`src/rtl/de_stage_reg_if.sv`:
```
// Decode->Execute bundle: D-side capture fields, stage control and registered E-side outputs.
// Master drives D/control and observes E; slave is the pipeline register itself.
interface de_stage_reg_if #(
    parameter int XLEN  = 32,
    parameter int EXC_W = 5,
    parameter int CNT_W = 16
);
    logic             flush;
    logic             hold_e;
    logic             stall_d;
    logic             valid_d;
    logic [31:0]      ir_d;
    logic [XLEN-1:0]  rs_d;
    logic [XLEN-1:0]  rt_d;
    logic [XLEN-1:0]  pc_d;
    logic             bd_d;
    logic [EXC_W-1:0] exc_d;

    logic             valid_e;
    logic [31:0]      ir_e;
    logic [XLEN-1:0]  rs_e;
    logic [XLEN-1:0]  rt_e;
    logic [XLEN-1:0]  imm_z_e;
    logic [XLEN-1:0]  imm_s_e;
    logic [XLEN-1:0]  imm_u_e;
    logic [XLEN-1:0]  shamt_e;
    logic [XLEN-1:0]  pc_e;
    logic [XLEN-1:0]  pc8_e;
    logic             bd_e;
    logic [EXC_W-1:0] exc_e;
    logic [CNT_W-1:0] bubble_cnt;

    modport master (
        output flush, hold_e, stall_d, valid_d, ir_d, rs_d, rt_d, pc_d, bd_d, exc_d,
        input  valid_e, ir_e, rs_e, rt_e, imm_z_e, imm_s_e, imm_u_e, shamt_e,
               pc_e, pc8_e, bd_e, exc_e, bubble_cnt
    );

    modport slave (
        input  flush, hold_e, stall_d, valid_d, ir_d, rs_d, rt_d, pc_d, bd_d, exc_d,
        output valid_e, ir_e, rs_e, rt_e, imm_z_e, imm_s_e, imm_u_e, shamt_e,
               pc_e, pc8_e, bd_e, exc_e, bubble_cnt
    );
endinterface

```
`src/rtl/de_stage_reg.sv`:
```
// Decode->Execute pipeline register with precomputed immediates/PC+8 and a saturating bubble counter.
// Latency: 1 cycle, all outputs registered.
// Backpressure: hold_e freezes E; stall_d inserts a bubble that keeps PC/BD; flush empties E.
module de_stage_reg #(
    parameter int XLEN  = 32,
    parameter int EXC_W = 5,
    parameter int CNT_W = 16
) (
    input  logic          clk,
    input  logic          reset,
    de_stage_reg_if.slave bus
);
    logic             r_valid;
    logic [31:0]      r_ir;
    logic [XLEN-1:0]  r_rs;
    logic [XLEN-1:0]  r_rt;
    logic [XLEN-1:0]  r_imm_z;
    logic [XLEN-1:0]  r_imm_s;
    logic [XLEN-1:0]  r_imm_u;
    logic [XLEN-1:0]  r_shamt;
    logic [XLEN-1:0]  r_pc;
    logic [XLEN-1:0]  r_pc8;
    logic             r_bd;
    logic [EXC_W-1:0] r_exc;
    logic [CNT_W-1:0] r_bubble_cnt;

    logic [XLEN-1:0]  w_imm_z;
    logic [XLEN-1:0]  w_imm_s;
    logic [XLEN-1:0]  w_imm_u;
    logic [XLEN-1:0]  w_shamt;
    logic [XLEN-1:0]  w_pc8;
    logic [CNT_W-1:0] w_cnt_next;

    assign w_imm_z = {{(XLEN-16){1'b0}}, bus.ir_d[15:0]};
    assign w_imm_s = {{(XLEN-16){bus.ir_d[15]}}, bus.ir_d[15:0]};
    // Shifting the sign-extended immediate gives lui semantics and sign-extends above bit 31 for XLEN > 32.
    assign w_imm_u = w_imm_s << 16;
    assign w_shamt = {{(XLEN-5){1'b0}}, bus.ir_d[10:6]};
    assign w_pc8   = bus.pc_d + XLEN'(8);

    assign w_cnt_next = (r_bubble_cnt == {CNT_W{1'b1}}) ? r_bubble_cnt : r_bubble_cnt + 1'b1;

    always_ff @(posedge clk) begin
        if (reset) begin
            r_valid      <= 1'b0;
            r_ir         <= '0;
            r_rs         <= '0;
            r_rt         <= '0;
            r_imm_z      <= '0;
            r_imm_s      <= '0;
            r_imm_u      <= '0;
            r_shamt      <= '0;
            r_pc         <= '0;
            r_pc8        <= '0;
            r_bd         <= 1'b0;
            r_exc        <= '0;
            r_bubble_cnt <= '0;
        end else if (bus.flush) begin
            r_valid <= 1'b0;
            r_ir    <= '0;
            r_rs    <= '0;
            r_rt    <= '0;
            r_imm_z <= '0;
            r_imm_s <= '0;
            r_imm_u <= '0;
            r_shamt <= '0;
            r_pc    <= '0;
            r_pc8   <= '0;
            r_bd    <= 1'b0;
            r_exc   <= '0;
        end else if (bus.hold_e) begin
            r_valid <= r_valid;
        end else if (bus.stall_d) begin
            // Bubble keeps the D slot's PC/BD so an interrupt taken here reports the right EPC.
            r_valid      <= 1'b0;
            r_ir         <= '0;
            r_rs         <= '0;
            r_rt         <= '0;
            r_imm_z      <= '0;
            r_imm_s      <= '0;
            r_imm_u      <= '0;
            r_shamt      <= '0;
            r_pc         <= bus.pc_d;
            r_pc8        <= w_pc8;
            r_bd         <= bus.bd_d;
            r_exc        <= '0;
            r_bubble_cnt <= w_cnt_next;
        end else begin
            r_valid <= bus.valid_d;
            r_ir    <= bus.ir_d;
            r_rs    <= bus.rs_d;
            r_rt    <= bus.rt_d;
            r_imm_z <= w_imm_z;
            r_imm_s <= w_imm_s;
            r_imm_u <= w_imm_u;
            r_shamt <= w_shamt;
            r_pc    <= bus.pc_d;
            r_pc8   <= w_pc8;
            r_bd    <= bus.bd_d;
            r_exc   <= bus.exc_d;
        end
    end

    assign bus.valid_e    = r_valid;
    assign bus.ir_e       = r_ir;
    assign bus.rs_e       = r_rs;
    assign bus.rt_e       = r_rt;
    assign bus.imm_z_e    = r_imm_z;
    assign bus.imm_s_e    = r_imm_s;
    assign bus.imm_u_e    = r_imm_u;
    assign bus.shamt_e    = r_shamt;
    assign bus.pc_e       = r_pc;
    assign bus.pc8_e      = r_pc8;
    assign bus.bd_e       = r_bd;
    assign bus.exc_e      = r_exc;
    assign bus.bubble_cnt = r_bubble_cnt;
endmodule

```
`src/flat_wrapper.sv`:
```
// flat-port wrapper written by rule: the top's interface ports become plain ports
module de_stage_reg_flat 
#(
    parameter int XLEN  = 32,
    parameter int EXC_W = 5,
    parameter int CNT_W = 16
)
  (clk, reset, bus_flush, bus_hold_e, bus_stall_d, bus_valid_d, bus_ir_d, bus_rs_d, bus_rt_d, bus_pc_d, bus_bd_d, bus_exc_d, bus_valid_e, bus_ir_e, bus_rs_e, bus_rt_e, bus_imm_z_e, bus_imm_s_e, bus_imm_u_e, bus_shamt_e, bus_pc_e, bus_pc8_e, bus_bd_e, bus_exc_e, bus_bubble_cnt);
  de_stage_reg_if #(.XLEN(XLEN), .EXC_W(EXC_W), .CNT_W(CNT_W)) bus_i ();
  input  logic clk;
  input  logic reset;
  input wire logic [$bits(bus_i.flush)-1:0] bus_flush;
  input wire logic [$bits(bus_i.hold_e)-1:0] bus_hold_e;
  input wire logic [$bits(bus_i.stall_d)-1:0] bus_stall_d;
  input wire logic [$bits(bus_i.valid_d)-1:0] bus_valid_d;
  input wire logic [$bits(bus_i.ir_d)-1:0] bus_ir_d;
  input wire logic [$bits(bus_i.rs_d)-1:0] bus_rs_d;
  input wire logic [$bits(bus_i.rt_d)-1:0] bus_rt_d;
  input wire logic [$bits(bus_i.pc_d)-1:0] bus_pc_d;
  input wire logic [$bits(bus_i.bd_d)-1:0] bus_bd_d;
  input wire logic [$bits(bus_i.exc_d)-1:0] bus_exc_d;
  output wire logic [$bits(bus_i.valid_e)-1:0] bus_valid_e;
  output wire logic [$bits(bus_i.ir_e)-1:0] bus_ir_e;
  output wire logic [$bits(bus_i.rs_e)-1:0] bus_rs_e;
  output wire logic [$bits(bus_i.rt_e)-1:0] bus_rt_e;
  output wire logic [$bits(bus_i.imm_z_e)-1:0] bus_imm_z_e;
  output wire logic [$bits(bus_i.imm_s_e)-1:0] bus_imm_s_e;
  output wire logic [$bits(bus_i.imm_u_e)-1:0] bus_imm_u_e;
  output wire logic [$bits(bus_i.shamt_e)-1:0] bus_shamt_e;
  output wire logic [$bits(bus_i.pc_e)-1:0] bus_pc_e;
  output wire logic [$bits(bus_i.pc8_e)-1:0] bus_pc8_e;
  output wire logic [$bits(bus_i.bd_e)-1:0] bus_bd_e;
  output wire logic [$bits(bus_i.exc_e)-1:0] bus_exc_e;
  output wire logic [$bits(bus_i.bubble_cnt)-1:0] bus_bubble_cnt;
  assign bus_i.flush = bus_flush;
  assign bus_i.hold_e = bus_hold_e;
  assign bus_i.stall_d = bus_stall_d;
  assign bus_i.valid_d = bus_valid_d;
  assign bus_i.ir_d = bus_ir_d;
  assign bus_i.rs_d = bus_rs_d;
  assign bus_i.rt_d = bus_rt_d;
  assign bus_i.pc_d = bus_pc_d;
  assign bus_i.bd_d = bus_bd_d;
  assign bus_i.exc_d = bus_exc_d;
  assign bus_valid_e = bus_i.valid_e;
  assign bus_ir_e = bus_i.ir_e;
  assign bus_rs_e = bus_i.rs_e;
  assign bus_rt_e = bus_i.rt_e;
  assign bus_imm_z_e = bus_i.imm_z_e;
  assign bus_imm_s_e = bus_i.imm_s_e;
  assign bus_imm_u_e = bus_i.imm_u_e;
  assign bus_shamt_e = bus_i.shamt_e;
  assign bus_pc_e = bus_i.pc_e;
  assign bus_pc8_e = bus_i.pc8_e;
  assign bus_bd_e = bus_i.bd_e;
  assign bus_exc_e = bus_i.exc_e;
  assign bus_bubble_cnt = bus_i.bubble_cnt;
  de_stage_reg #(.XLEN(XLEN), .EXC_W(EXC_W), .CNT_W(CNT_W)) u_core (.clk(clk), .reset(reset), .bus(bus_i));
endmodule
```
`config.mk`:
```
export PLATFORM = sky130hd
export DESIGN_NAME = de_stage_reg_flat
export DESIGN_NICKNAME = d
export VERILOG_FILES = /design/src/rtl/de_stage_reg_if.sv /design/src/rtl/de_stage_reg.sv /design/src/flat_wrapper.sv
export SDC_FILE = /design/constraint.sdc
export NUM_CORES = 1
export LEC_CHECK = 0
export CAP_MARGIN = 20
export CORE_AREA = 2 2 175 177
export CTS_CLUSTER_SIZE = 20
export DETAILED_ROUTE_END_ITERATION = 10
export DIE_AREA = 0 0 177 179
export PLACE_DENSITY = 0.58
export SETUP_SLACK_MARGIN = 0.4
export SYNTH_ARGS = -nofsm -noshare
export SYNTH_HDL_FRONTEND = slang
export SYNTH_SLANG_ARGS = --single-unit
export TNS_END_PERCENT = 30
```
`constraint.sdc`:
```
create_clock -name clk -period 2.8 [get_ports clk]
set_clock_uncertainty 0.15 [all_clocks]
set_input_delay 0.84 -clock clk [delete_from_list [all_inputs] [get_ports clk]]
set_output_delay 0.84 -clock clk [all_outputs]
set_load 0.02 [all_outputs]
```
==> flow_summary.yaml <==
synth:
  yosys.area.top_type_share_pct: 46.9
  yosysSeqAreaShare_pct: 46.9
  syn_area_per_cell_um2: 9.01
  synth_most_common_cell: "dfxtp_1"
  synthTopCellsByCount: "180 x dfxtp_1, 171 x nor2_1, 131 x buf_4"
  syn-cell-area_um2: 7680
  yosysTopAreaCell: "dfxtp_1"
  syn-instance-count: 853
  synth_async_sr_flop_share_pct: 0
  synth.distinct_cells: 43
  synth_seq_cells: 180
  yosys_warnings: 0
  synth-main-ff-cell: "dfxtp_1"
  synth_edf_count: 0
  synth_area_leaders: "dfxtp_1 47%, buf_4 13%, a22oi_1 9.9%, nor2_1 8.4%, mux2i_1 2.7%"
cts:
  clk_pin_slew_worst_paths_ns: 0.08
  cts_sinks: 180
  htreeDepth: 4
  cts_tree: "done"
  cts_buffer_depth: 2
  cts_buffers: 17
  hold_buffers: 0
  root_buffer: "clkbuf_16"
  clock_latency_ns: 0.42
route:
  via_count: 6989
  drc: 0
  avgRoutedWirePerCell_um: 16.4
  finalWirelength_mm: 26.2
  initialDrtViolationCount: 364
  final_antenna_net_count: 0
  detail_route.vias_per_cell: 4.38
  drtPass1Iterations: 6
grt:
  antenna_found_initial: 1
  grt_pass1_vias: 6411
  gr-total-overflow: 0
  grt_util_all_layers_pct: 15.4
  grt_max_degree: 163
  grt_pass1_wl_mm: 37.3
die:
  core_um2: 30000
  top_level_ports: 451
  rows: 64
  die-height_um: 179
  die_width_um: 177
  initial_core_util_pct: 25.6
  die-area_um2: 31700
setup_path:
  cpLargestDelayFamily: "buffers and inverters"
  end_kind: "primary output"
  cpMaxStageDelayCell: "clkdlybuf4s50_1"
  critical_path_required_ns: 1.81
  crit_type: "reg2out"
  cp_max_fo: 2
  cp_num_buf_inv: 1
  worstSetupStartpointType: "flop"
  max_stage_delay_ns: 0.68
  cp_cell_sequence: "clkdlybuf4s50_1"
  critPathArrivalTime_ns: 1.44
final_layout:
  final_layout_size_suffix_gt1_share_pct: 8.86
  register_area_um2: 3600
  fin_cells: 1594
  num-fill-cells: 3044
  area_delta_synth_final_pct: 59.9
  multi_input_area_um2: 3170
  fin_area_um2: 12300
  fin_nets: 1326
placed_design:
  gp_congestion: 0.741
  place_area_um2: 11500
  placed_cells: 1559
  port_buffers: 391
  dp_hpwl_mm: 19.0
power:
  p_leak_nw: 5.83
  peakVddDrop_mv: 0.308
  power_w: 0.00589
  power_per_cell_area_nw_per_um2: 479
timing:
  hold_violations: 0
  holdWs_ns: 0.319
  slew_violations: 0
  relSlewSlack_pct: 43.0
  setup-tns-final_ns: 0
  setup_viol: 0
  rsz0062_at_grt: "true"
  worstMarginPinSlew_ns: 0.856
  timing.fmax_mhz: 412
  period_share_pct: 86.7
  period_needed_ns: 2.43
min_path:
  hp-class: "reg2reg"
run_status:
  status: "finished, final reports clean"
job:
  maxCapViolCount: 0
## what timing repair did
action                                  4_1_cts  5_1_grt
pin swaps                                     0       10
buffers inserted                              0        2
resized for setup                            60       77
endpoints found under the setup margin      197      250
## through the flow
stage                     utilization, %  setup slack (ns)
final                               40.9             0.374
after global routing                40.9             0.332
after CTS                           40.1             0.299
after detailed placement            38.5            -0.125
after global placement              38.5           -0.0749
after floorplan                        -             0.475
## sequential cells by signal, indices dropped and copies added (netlist names)
register,count
u_core.bus.exc_e,5
u_core.bus.valid_e,1
u_core.bus.bd_e,1
u_core.bus.rs_e,32
u_core.bus.ir_e,16
u_core.bus.pc8_e,32
u_core.bus.rt_e,32
u_core.bus.bubble_cnt,16
u_core.bus.imm_s_e,16
u_core.bus.pc_e,29
## routing by layer
| layer | track usage, % | vias to the layer above | share of wire (%) |
|---|---|---|---|
| met5 | 0 | - | 0 |
| met4 | 3.89 | 0 | 1.2 |
| met3 | 4.86 | 15 | 7.1 |
| met2 | 26.2 | 254 | 50 |
| met1 | 18.8 | 3291 | 42 |
| li1 | - | 3429 | - |
## cells by family after synthesis
| group | Yosys count | share of synthesized area, % |
|---|---|---|
| other | 1 | 0.0488 |
| AND/OR/NAND/NOR | 263 | 15.4 |
| multiplexers | 26 | 3.47 |
| AO/OA/AOI/OAI | 174 | 16.0 |
| flip-flops | 180 | 46.9 |
| adder cells (fa/ha/maj) | 2 | 0.326 |
| XOR/XNOR | 18 | 2.05 |
| buffers and inverters | 189 | 15.8 |
## final timing paths
path / startpoint / end / slack (ns) / depth (start not counted)
min reg2reg: u_core.bus.pc_e[23] / u_core.bus.pc_e[23] / 0.32 / 2
min: u_core.bus.pc_e[23] / u_core.bus.pc_e[23] / 0.32 / 2
max reg2reg: u_core.bus.bubble_cnt[4] / u_core.bus.bubble_cnt[1] / 0.82 / 5
max: u_core.bus.pc_e[30] / bus_pc_e[30] / 0.37 / 1
## cell type report
type                       instances  area share [%]
antenna                            1          0.0204
clock buffer                      18            3.49
clock inverter                    14            1.16
inverter                           3          0.0916
multi-input combinational        542            25.8
sequential                       180            29.3
tap                              396            4.03
timing repair buffer             440            36.1
## cell usage in the layout (no fill, tap or decap), drive strengths merged, types with 8 or more instances in the layout
cell           instances
a211oi                16
a21oi                 33
a22oi                101
and3                   8
buf                   50
clkbuf                18
clkdlybuf4s50        272
conb                  59
dfxtp                180
dlygate4sd2           59
dlymetal6s2s          59
inv                    9
mux2i                 21
nand2                 23
nand3                 10
nor2                 171
nor2b                 15
nor3                   9
xnor2                  8
xor2                  10
## power by group
group / switching [W] / internal (W)
clock: 0.00117 / 0.00119
sequential: 0.0000356 / 0.00262
combinational: 0.000462 / 0.000421
total: 0.00167 / 0.00422
Note: power is estimated with default switching activity, not from simulation.
